## config.mk

```make
export PLATFORM = sky130hd
export DESIGN_NAME = dmd_scanner
export DESIGN_NICKNAME = d
export VERILOG_FILES = /design/src/rtl/dmd_scanner.sv
export SDC_FILE = /design/constraint.sdc
export NUM_CORES = 1
export LEC_CHECK = 0
export BUFFER_PORTS_ARGS = -buffer_cell sky130_fd_sc_hd__buf_2
export CAP_MARGIN = 40
export CORE_MARGIN = 3
export CORE_UTILIZATION = 35
export DETAILED_ROUTE_END_ITERATION = 10
export GPL_TIMING_DRIVEN = 0
export PLACE_DENSITY = 0.54
export SKIP_CTS_REPAIR_TIMING = 1
export SYNTH_ARGS = -nofsm -noshare
export SYNTH_HDL_FRONTEND = slang
export SYNTH_SLANG_ARGS = --single-unit
```

## constraint.sdc

```tcl
create_clock -name CLK -period 9.95 [get_ports CLK]
set_clock_uncertainty 0.2 [all_clocks]
set_input_delay 2.4875 -clock CLK [delete_from_list [all_inputs] [get_ports CLK]]
set_output_delay 2.4875 -clock CLK [all_outputs]
set_load 0.01 [all_outputs]
```

## src/rtl/dmd_scanner.sv

```systemverilog
`default_nettype none
`timescale 1ns/1ps
// ============================================================================
//  Module   : dmd_scanner
//  Purpose  : Dot-matrix display scan controller with a double-buffered,
//             flop-based frame store. CPU writes land in the back bank; a
//             swap request is applied only at the frame boundary (row 0
//             latch) so a frame is never torn.
//  Options  : DMD_SCANNER_DIM_EN - adds the 2-bit `dim` input that shortens
//             the lit part of every SHOW period to DWELL*(4-dim)/4 cycles.
//  Revision : 1.0 - initial release
// ============================================================================
module dmd_scanner #(
  parameter int COLS     = 16,
  parameter int ROW_BITS = 4,
  parameter int DWELL    = 1024,
  parameter int BLANK    = 8
) (
  input  logic                CLK,
  input  logic                RESET,
`ifdef DMD_SCANNER_DIM_EN
  input  logic [1:0]          dim,
`endif
  input  logic                wr_en,
  input  logic [ROW_BITS-1:0] wr_row,
  input  logic [COLS-1:0]     wr_data,
  input  logic                swap_req,
  output logic                swap_ack,
  output logic                frame_start,
  output logic [ROW_BITS-1:0] dmd_seg,
  output logic [COLS-1:0]     dmd_column,
  output logic                DMD_CLR,
  output logic                DMD_CLK
);

  localparam int ROWS    = 1 << ROW_BITS;
  localparam int CNT_MAX = (DWELL > BLANK) ? DWELL : BLANK;
  localparam int CNT_W   = $clog2(CNT_MAX + 1);

  localparam logic [CNT_W-1:0] c_blank_last = CNT_W'(BLANK - 1);
  localparam logic [CNT_W-1:0] c_dwell_last = CNT_W'(DWELL - 1);

  localparam logic [1:0] c_st_blank = 2'd0;
  localparam logic [1:0] c_st_latch = 2'd1;
  localparam logic [1:0] c_st_show  = 2'd2;

  logic [1:0]          r_state;
  logic [CNT_W-1:0]    r_cnt;
  logic [ROW_BITS-1:0] r_next_row;
  logic                r_bank_sel;
  logic                r_pending;
  logic [COLS-1:0]     r_mem [2][ROWS];

  logic                r_swap_ack;
  logic                r_frame_start;
  logic [ROW_BITS-1:0] r_seg;
  logic [COLS-1:0]     r_column;
  logic                r_clr;
  logic                r_dmd_clk;

  // A swap is taken when the row about to be latched is row 0 and a request
  // is either pending or arriving right now; row 0 then reads the new front.
  logic                w_swap;
  logic                w_front_sel;
  logic [COLS-1:0]     w_front_row;

  assign w_swap      = (r_next_row == '0) && (r_pending || swap_req);
  assign w_front_sel = w_swap ? ~r_bank_sel : r_bank_sel;
  assign w_front_row = r_mem[w_front_sel][r_next_row];

`ifdef DMD_SCANNER_DIM_EN
  localparam int QTR = DWELL / 4;

  logic [1:0]       r_dim;
  logic [CNT_W-1:0] w_on_lim;
  logic [CNT_W-1:0] w_cnt_nxt;

  // Number of lit SHOW cycles for the brightness level captured at LATCH.
  always_comb begin
    w_on_lim = CNT_W'(DWELL);
    case (r_dim)
      2'd1:    w_on_lim = CNT_W'(3 * QTR);
      2'd2:    w_on_lim = CNT_W'(2 * QTR);
      2'd3:    w_on_lim = CNT_W'(QTR);
      default: w_on_lim = CNT_W'(DWELL);
    endcase
  end

  assign w_cnt_nxt = r_cnt + 1'b1;
`endif

  // Scan FSM, frame store, swap handshake and registered driver outputs.
  always_ff @(posedge CLK) begin
    if (RESET) begin
      r_state       <= c_st_blank;
      r_cnt         <= '0;
      r_next_row    <= '0;
      r_bank_sel    <= 1'b0;
      r_pending     <= 1'b0;
      r_swap_ack    <= 1'b0;
      r_frame_start <= 1'b0;
      r_seg         <= '0;
      r_column      <= '0;
      r_clr         <= 1'b1;
      r_dmd_clk     <= 1'b0;
`ifdef DMD_SCANNER_DIM_EN
      r_dim         <= 2'd0;
`endif
      for (int b = 0; b < 2; b++) begin
        for (int r = 0; r < ROWS; r++) begin
          r_mem[b][r] <= '0;
        end
      end
    end else begin
      r_swap_ack    <= 1'b0;
      r_frame_start <= 1'b0;
      r_pending     <= r_pending | swap_req;

      // Back bank is selected by the pre-edge bank_sel, so a write in the
      // swap cycle lands in the bank that is becoming front.
      if (wr_en) begin
        r_mem[~r_bank_sel][wr_row] <= wr_data;
      end

      case (r_state)
        c_st_blank: begin
          if (r_cnt == c_blank_last) begin
            r_state    <= c_st_latch;
            r_cnt      <= '0;
            r_seg      <= r_next_row;
            r_column   <= w_front_row;
            r_dmd_clk  <= 1'b1;
            r_next_row <= r_next_row + 1'b1;
            if (r_next_row == '0) begin
              r_frame_start <= 1'b1;
              if (w_swap) begin
                r_bank_sel <= ~r_bank_sel;
                r_pending  <= 1'b0;
                r_swap_ack <= 1'b1;
              end
            end
          end else begin
            r_cnt <= r_cnt + 1'b1;
          end
        end

        c_st_latch: begin
          // First SHOW cycle is always lit: even dim=3 keeps DWELL/4 >= 1.
          r_state   <= c_st_show;
          r_cnt     <= '0;
          r_dmd_clk <= 1'b0;
          r_clr     <= 1'b0;
`ifdef DMD_SCANNER_DIM_EN
          r_dim     <= dim;
`endif
        end

        c_st_show: begin
          if (r_cnt == c_dwell_last) begin
            r_state  <= c_st_blank;
            r_cnt    <= '0;
            r_clr    <= 1'b1;
            r_column <= '0;
          end else begin
            r_cnt <= r_cnt + 1'b1;
`ifdef DMD_SCANNER_DIM_EN
            // Once the lit window is used up, blank for the rest of the row.
            if (!(w_cnt_nxt < w_on_lim)) begin
              r_clr    <= 1'b1;
              r_column <= '0;
            end
`endif
          end
        end

        default: begin
          r_state   <= c_st_blank;
          r_cnt     <= '0;
          r_clr     <= 1'b1;
          r_column  <= '0;
          r_dmd_clk <= 1'b0;
        end
      endcase
    end
  end

  assign swap_ack    = r_swap_ack;
  assign frame_start = r_frame_start;
  assign dmd_seg     = r_seg;
  assign dmd_column  = r_column;
  assign DMD_CLR     = r_clr;
  assign DMD_CLK     = r_dmd_clk;

endmodule
`default_nettype wire

```

== Word-level counts from Yosys, hierarchy flattened ==
Memory sizes are Yosys's and may differ from the RTL's.
Index checks and enable logic that the tools add are counted.
Word-level totals
  register bits: 43
  memory bits (writable): 512
  input bits: 24
  memories kept: 1
  word-level logic and storage cells: 79
  output and inout bits: 24
Memory list
  r_mem: words 2, bits a word 256, read ports 1, clocked after Yosys merged registers in 0, write ports 2, line 52  | logic [COLS-1:0] r_mem [2][ROWS];
Cells by class
  magnitude comparators: 3
  reductions and logical operators: 14
  bitwise operators: 9
  $add $sub $neg: 2
  equality and inequality tests: 6
  mux-type cells: 33
Operator list (number)
  2-to-1 mux 256 bit: 3
  OR reduction 256 bit: 1
  2-to-1 mux 16 bit: 5
  binary-select mux 16 bit (select 4 bit): 1
  demux 16 bit (select 4 bit): 1
  case mux 16 bit (3 select lines): 1
  2-to-1 mux 11 bit: 2
  case mux 11 bit (2 select lines): 1
  2-to-1 mux 1 bit: 14
  adder 11 x 1 -> 11 bit (second input constant): 1
  equality test 11 x 10 -> 1 bit (second input constant): 1
  equality test 11 x 3 -> 1 bit (second input constant): 1
  >= comparator 5 bit (second input constant): 2
  NOT 4 -> 5 bit: 2
  AND reduction 2 bit: 4
  NOT 1 bit: 6
  case mux 2 bit (3 select lines): 1
  AND reduction 3 bit: 2
  less-than comparator 5 x 1 -> 1 bit (second input constant): 1
  adder 4 x 1 -> 4 bit (second input constant): 1
  logical NOT 4 bit: 1
  2-to-1 mux 2 bit: 2
  inequality test 2 bit (second input constant): 2
  OR reduction 4 bit: 1
  other kinds (9): 10

== Longest topological paths before layout ==
Gate-level depths: netlist of run 1.
An unclocked memory read counts as a cell.
  word-level depth: 9
  mapped depth: 18
  mapped depth without buffers: 9

== Worst setup path before layout of run 1 ==
OpenSTA, ideal clock, no wires.
  path kind: input port to flip-flop
  start point: input port wr_en
  end point: memory r_mem[1][144] (netlist bit), enable pin
  path buffers: 1
  setup slack: 5.177 ns
  setup time: 0.392 ns
  cell stages on the path: 6
  data required time: 9.358 ns
  arrival: 4.181 ns
  cell sequence: nor2b_1 -> clkbuf_1 -> nand2_1 -> nor2_1 -> nand2_1 -> o21bai_1
RTL lines
  start: declaration: line 24  | input logic wr_en,
  end: declaration: line 52

== Final worst setup path of run 1 ==
  start point: register r_next_row[0]
  end point: register r_column[0], in the netlist dmd_column[0]
On the way
  word-level cells in the longest chain between the ends: 9
  elaborated cells between the ends (all ways): 10
  classes of those cells: mux: 6; bitwise: 1; reduce/logical: 2; memory: 1
RTL lines
  start: declaration: line 49  | logic [ROW_BITS-1:0] r_next_row;
  start signal: assignment: line 133  | r_next_row <= r_next_row + 1'b1;
  logical NOT 4 bit: line 67  | assign w_swap = (r_next_row == '0) && (r_pending || swap_req);
  logical AND 1 bit: line 67
  2-to-1 mux 1 bit
  memory read (2 x 256 bit)
  binary-select mux 16 bit (select 4 bit) (*): line 69  | assign w_front_row = r_mem[w_front_sel][r_next_row];
  2-to-1 mux 16 bit (not written as such) (*) (2 in a row): line 69
  2-to-1 mux 16 bit (*): line 127  | if (r_cnt == c_blank_last) begin
  case mux 16 bit (3 select lines) (*): line 125  | case (r_state)
  end signal: assignment: line 131  | r_column <= w_front_row;
  end: declaration: line 57  | logic [COLS-1:0] r_column;
Every way passes the cells marked *; elsewhere a longest branch is shown, timed or not. The select of a mux whose other input is x is not followed.
A chain may end at the register's enable or synchronous reset.

==> out/results.txt, run 1 <==
Path length in cells of the critical path: 15
CP delay by family, top: buffers and inverters
Worst path cell trace: clkbuf_1, buf_1, inv_1, clkbuf_1, clkbuf_1, ha_1, nor3b_4, buf_2, clkbuf_1, nand4_1, o32a_1, o211ai_1, o41ai_1, a41oi_1, a31oi_1
Reg2reg path depth: 15
Core ar.: 70,400 µm²
Port buffer count: 45
Critical path type: register to register
Crit path max-delay cell type: nand4_1
Placed Cells: 3,284
DR vias: 21,100
Post-synthesis register bit count: 555
Most common cell after layout, fill and taps aside: edfxtp_1
Total CTS buffers: 66
Reg clk slew, reported paths: 60 ps
Final slew viol count: 0
Synth area leaders: edfxtp_1 61%, nor2_1 5.4%, nand2_1 4.6%, dfxtp_1 3.4%, a31oi_1 1.9%
Final core utilization: 0.425
Die area: 74,700 µm²
Clock latency on the worst-skew pair: 630 ps
Status: finished, final reports clean
Die W: 273 µm
Synth area leader: edfxtp_1
Setup slack after layout: 2540 ps
Sequential fraction of the synthesis area: 0.649
IO Count: 48
Non-Filler Instances: 3,414
Synth Cell Area: 25,000 µm²
Chip height: 273 µm
Placement-stage worst setup slack: 3060 ps
Fill count: 6,705
CTS sink count: 555
Worst path required time: 10,140 ps
Max Root-Sink Buffers: 3
Post-Synthesis Cells: 2,210
R2r startpoint: r_next_row[0]
Root buf cell: clkbuf_16
Async set-reset flop share out of synthesis: 0
H-tree levels: 3
Maxcap violations: 0
Worst Tran Pin Value: 1040 ps
Setup_tns: 0 ps
Max-slew headroom: 0.308
Share of post-route cells with drive strength above 1: 0.131
Post-DP HPWL: 87.5 mm
Post-synth EDFFs: 512
CP bufs+invs: 7
Final setup viols: 0
CTS tree: built
WL final: 118 mm
First-pass GRT wire length: 159 mm
Total power: 0.00557 W
Initial DRC count: 3,418
Site Rows: 97
Endpoint of the worst register-to-register path: dmd_column[0]
Final nets: 2,439
Global route overflow: 0
DRC Markers: 0
Top FF cell, synth: edfxtp_1
First-pass DRT Iterations: 7
Max Clock Freq: 135 MHz
Post-route ant nets: 0
Routability Congestion: 0.995
Ys Warns: 0
Startpoint types: register
Crit path DAT: 7600 ps
Syn nets: 2,237
Layout area overhead: 19.8%
Most frequent cells in the layout: 512 x edfxtp_1, 350 x nor2_1, 307 x nand2_1, 129 x clkbuf_1, 86 x nor3_1
Vias in the first global route: 19,600
Crit path launch: r_next_row[0]
Unrepaired setup endpoints after global routing: false
Reg2reg setup slack: 2540 ps
Crit path max fanout: 10
Yosys top cell area share: 0.615
Vias per cell: 6.19
Starting Density: 0.355
Total GRT Usage: 0.311
Critical path's most frequent cell: clkbuf_1
Initial antenna violation count: 8
Peak supply drop: 0.136 mV
P_leak: 10.4 nW
Hold Crit Class: register to register
Final min period: 7410 ps
Pin count of the biggest net entering global routing: 17
Post-synth cell types: 72
Fin. Hold Viols: 0
Worst Setup End Kind: register
Final Cycle Share: 0.744
Syn avg cell area: 11.3 µm²
Crit-path max cell delay: 930 ps
CP Capture Point: dmd_column[0]
Wirelength per Cell: 34.5 µm
PD cells: 186 nW/µm²
-- layout make-up --
| type | count | area, µm² | area share |
|---|---|---|---|
| diodes | 9 | 22.5 | 0.000752 |
| plain buffers | 177 | 758 | 0.0253 |
| clock buffers | 82 | 1820 | 0.0606 |
| clock inverters | 39 | 308 | 0.0103 |
| inverters | 29 | 109 | 0.00364 |
| multi-input cells | 1449 | 7940 | 0.265 |
| flip-flops and latches | 555 | 16200 | 0.542 |
| well taps | 940 | 1180 | 0.0393 |
| repair buffers | 134 | 1580 | 0.0527 |
-- worst min path at each step --
stage / start / end / slack [ps] / cells past startpoint
floorplan: r_cnt[0] / r_cnt[0] / 220 / 1
finish: r_cnt[0] / r_cnt[0] / 250 / 1
global route: r_cnt[0] / r_cnt[0] / 260 / 1
global placement: r_cnt[0] / r_cnt[0] / 230 / 1
CTS: r_cnt[0] / r_cnt[0] / 250 / 1
detailed placement: r_cnt[0] / r_cnt[0] / 240 / 1
-- synth_stat cells (all sizes together), types with 11 or more instances --
library cell,count
or3,30
clkbuf,120
o22ai,52
a211oi,37
nand2,308
mux2,17
nand4,15
nand2b,26
nor4,14
dfxtp,43
inv,29
a32oi,17
a21oi,33
buf,57
o21ai,38
nand3,69
and3,47
nor2,359
a41oi,11
a31oi,74
nor3,87
mux2i,44
edfxtp,512
-- per-layer routing --
layer / up-vias / share of wire / GRT usage
met5: - / 0 / 0
met4: 0 / 0.066 / 0.155
met3: 369 / 0.14 / 0.102
met2: 1721 / 0.42 / 0.462
met1: 10400 / 0.38 / 0.406
li1: 8641 / - / -
-- registers in the layout (all words and copies together), names as in the netlist --
register	flops
r_cnt	11
swap_ack	1
DMD_CLK	1
r_next_row	4
DMD_CLR	1
r_state	2
r_pending	1
r_mem	512
dmd_column	16
r_bank_sel	1
frame_start	1
dmd_seg	4
-- through the flow --
step | instance area (µm²) | hold WS (ps)
CTS | 29900 | 252
global placement | 26400 | 230
detailed placement | 27800 | 242
finish | 29900 | 250
global route | 29900 | 264
floorplan | 25000 | 218
-- cell families after synthesis --
group | share of synthesized area
AND/OR/NAND/NOR | 0.176
flip-flops | 0.649
AO/OA/AOI/OAI | 0.108
buffers and inverters | 0.0347
multiplexers | 0.0253
XOR/XNOR | 0.00455
adder cells (fa/ha/maj) | 0.00150
-- where the power goes --
| part | leakage, nW | internal (W) | switching [W] |
|---|---|---|---|
| Combinational | 3.94 | 0.000121 | 0.000324 |
| Sequential | 5.44 | 0.00267 | 0.0000489 |
| Clock | 1.06 | 0.00138 | 0.00102 |
(Power assumes the default switching activity.)
==> inputs of run 2 (changes only) <==
Settings changed: PLACE_DENSITY 0.54 to 0.55.
Clock period 9.95 ns to 6.35 ns, I/O delays scaled along.
==> run 2 against run 1 <==
Routed wire length rose by 3.3%. Final cell count decreased by 0.35%. Register-to-register slack got worse by 2500 ps. Combinational power grew 56%. Critical path depth rose by 1. Total power is 57% higher. Cell area about the same. Setup slack got worse by 2500 ps. Global-route usage is 0.95 points higher. First-iteration DRC count grew 3.4%. Core utilization is essentially flat. Worst hold slack about the same.
==> out/results.txt, run 2 (synthesized netlist as in run 1, its figures left out) <==
Status: finished, final reports clean (unchanged)
Reg2reg path depth: 16 (was 15)
Core ar.: 70,400 µm² (unchanged)
Vias per cell: 6.27 (was 6.19)
Total GRT Usage: 0.320 (was 0.311)
Reg2reg setup slack: 50 ps (was 2540 ps)
Crit path launch: r_next_row[0] (unchanged)
Initial antenna violation count: 10 (was 8)
Wirelength per Cell: 35.8 µm (was 34.5 µm)
Area of the multi-input gates: 7950 µm² (was 7940 µm²)
Placement-stage worst setup slack: -270 ps (was 3060 ps)
DR vias: 21,300 (was 21,100)
PD cells: 291 nW/µm² (was 186 nW/µm²)
Die W: 273 µm (unchanged)
Maxcap violations: 0 (unchanged)
Share of post-route cells with drive strength above 1: 0.131 (about the same)
Most frequent cells in the layout: 512 x edfxtp_1, 351 x nor2_1, 307 x nand2_1, 125 x clkbuf_1, 86 x nor3_1 (was 512 x edfxtp_1, 350 x nor2_1, 307 x nand2_1, 129 x clkbuf_1, 86 x nor3_1)
Root buf cell: clkbuf_16 (unchanged)
CTS sink count: 555 (unchanged)
Worst path required time: 6670 ps (was 10,140 ps)
Largest register by flop count: r_mem (unchanged)
First-pass DRT Iterations: 6 (was 7)
Layout area overhead: 19.8% (about the same)
Final slew viol count: 0 (unchanged)
Reg clk slew, reported paths: 60 ps (about the same)
Final nets: 2,434 (was 2,439)
Peak supply drop: 0.229 mV (was 0.136 mV)
Global route overflow: 0 (unchanged)
Starting Density: 0.355 (unchanged)
Worst Tran Pin Value: 1040 ps (about the same)
Chip height: 273 µm (unchanged)
Non-Filler Instances: 3,402 (was 3,414)
Site Rows: 97 (unchanged)
Startpoint types: register (unchanged)
Worst Setup End Kind: register (unchanged)
Crit path max fanout: 10 (unchanged)
Crit path max-delay cell type: clkbuf_1 (was nand4_1)
Final Cycle Share: 0.991 (was 0.744)
Pin count of the biggest net entering global routing: 18 (was 17)
Port buffer count: 45 (unchanged)
Initial DRC count: 3,535 (was 3,418)
Critical path type: register to register (unchanged)
FF+latch area: 16,200 µm² (unchanged)
Max-slew headroom: 0.310 (was 0.308)
H-tree levels: 2 (was 3)
IO Count: 48 (unchanged)
Setup slack after layout: 54.4 ps (was 2540 ps)
P_leak: 10.4 nW (about the same)
Routability Congestion: 1.02 (was 0.995)
Max Clock Freq: 159 MHz (was 135 MHz)
First-pass GRT wire length: 164 mm (was 159 mm)
DRC Markers: 0 (unchanged)
R2r startpoint: r_next_row[0] (unchanged)
Die area: 74,700 µm² (unchanged)
Post-DP HPWL: 90.4 mm (was 87.5 mm)
CTS tree: built (unchanged)
Fin. Hold Viols: 0 (unchanged)
Post-route ant nets: 0 (unchanged)
Final setup viols: 0 (unchanged)
Worst path cell trace: clkbuf_1, clkbuf_2, inv_1, clkbuf_1, clkbuf_2, ha_1, nor3b_4, nand3_1, nand2_2, buf_6, buf_4, buf_2, mux2i_1, a32oi_1, a32oi_1, a31oi_1 (was clkbuf_1, buf_1, inv_1, clkbuf_1, clkbuf_1, ha_1, nor3b_4, buf_2, clkbuf_1, nand4_1, o32a_1, o211ai_1, o41ai_1, a41oi_1, a31oi_1)
Most common cell after layout, fill and taps aside: edfxtp_1 (unchanged)
Crit-path max cell delay: 670 ps (was 930 ps)
Clock latency on the worst-skew pair: 670 ps (was 630 ps)
Endpoint of the worst register-to-register path: dmd_column[13] (was dmd_column[0])
Max Root-Sink Buffers: 3 (unchanged)
Final min period: 6300 ps (was 7410 ps)
Fill count: 6,658 (was 6,705)
Max FFs per register: 512 (unchanged)
Placed Cells: 3,282 (was 3,284)
CP Capture Point: dmd_column[13] (was dmd_column[0])
Unrepaired setup endpoints after global routing: false (unchanged)
Hold Crit Class: register to register (unchanged)
Total CTS buffers: 61 (was 66)
Vias in the first global route: 19,900 (was 19,600)
WL final: 122 mm (was 118 mm)
Crit path DAT: 6620 ps (was 7600 ps)
-- run 2: routing by layer --
layer  GRT usage  vias to the layer above  wire, µm
met4       0.190                        4      8780
met2       0.471                     1645     51200
li1            -                     8633         -
met1       0.424                    10700     46600
met3      0.0859                      377     15300
met5           0                        -        25
-- run 2: power breakdown --
group | leakage, nW | switching (W) | total [W] | internal, W
combinational | 3.94 | 0.000510 | 0.000695 | 0.000184
clock | 1.05 | 0.00159 | 0.00377 | 0.00219
sequential | 5.44 | 0.0000770 | 0.00426 | 0.00418
total | 10.4 | 0.00217 | 0.00873 | 0.00655
-- run 2: through the flow --
| stage | TNS [ps] | util | hold WS (ps) | total power (W) | instance area (µm²) |
|---|---|---|---|---|---|
| after floorplan | 0 | - | 218 | 0.00461 | 25000 |
| after global placement | -1690 | 0.375 | 229 | 0.00493 | 26400 |
| after detailed placement | -362 | 0.395 | 245 | 0.00499 | 27800 |
| after CTS | -395 | 0.425 | 253 | 0.00871 | 29900 |
| after global routing | 0 | 0.425 | 282 | 0.00891 | 29900 |
| final | 0 | 0.425 | 250 | 0.00873 | 30000 |
-- run 2: how the worst min path moves through the flow --
stage	from	endpoint	slack, ps	cells past startpoint
after global routing	dmd_seg[3]	dmd_seg[3]	280	2
after global placement	r_cnt[0]	r_cnt[0]	230	1
final	dmd_seg[2]	dmd_seg[2]	250	2
after floorplan	r_cnt[0]	r_cnt[0]	220	1
after CTS	dmd_seg[2]	dmd_seg[2]	250	2
after detailed placement	dmd_seg[2]	dmd_seg[2]	240	2
-- run 2: worst max-delay path, delay by kind of cell, from the launching register on --
family / cells / cell delay [ps]
AOI/OAI and AO/OA: 3 / 930
adders and majority gates: 1 / 250
buffers and inverters: 8 / 3170
DFF: 1 / 370
muxes: 1 / 260
and+or+nand+nor: 3 / 960
-- run 2: cell type report --
type	instances	area share
sequential	555	0.542
multi-input combinational	1449	0.265
clock buffer	75	0.0554
timing repair buffer	134	0.0532
tap	940	0.0393
buffer	177	0.0254
clock inverter	41	0.0154
inverter	29	0.00363
antenna	2	0.000167
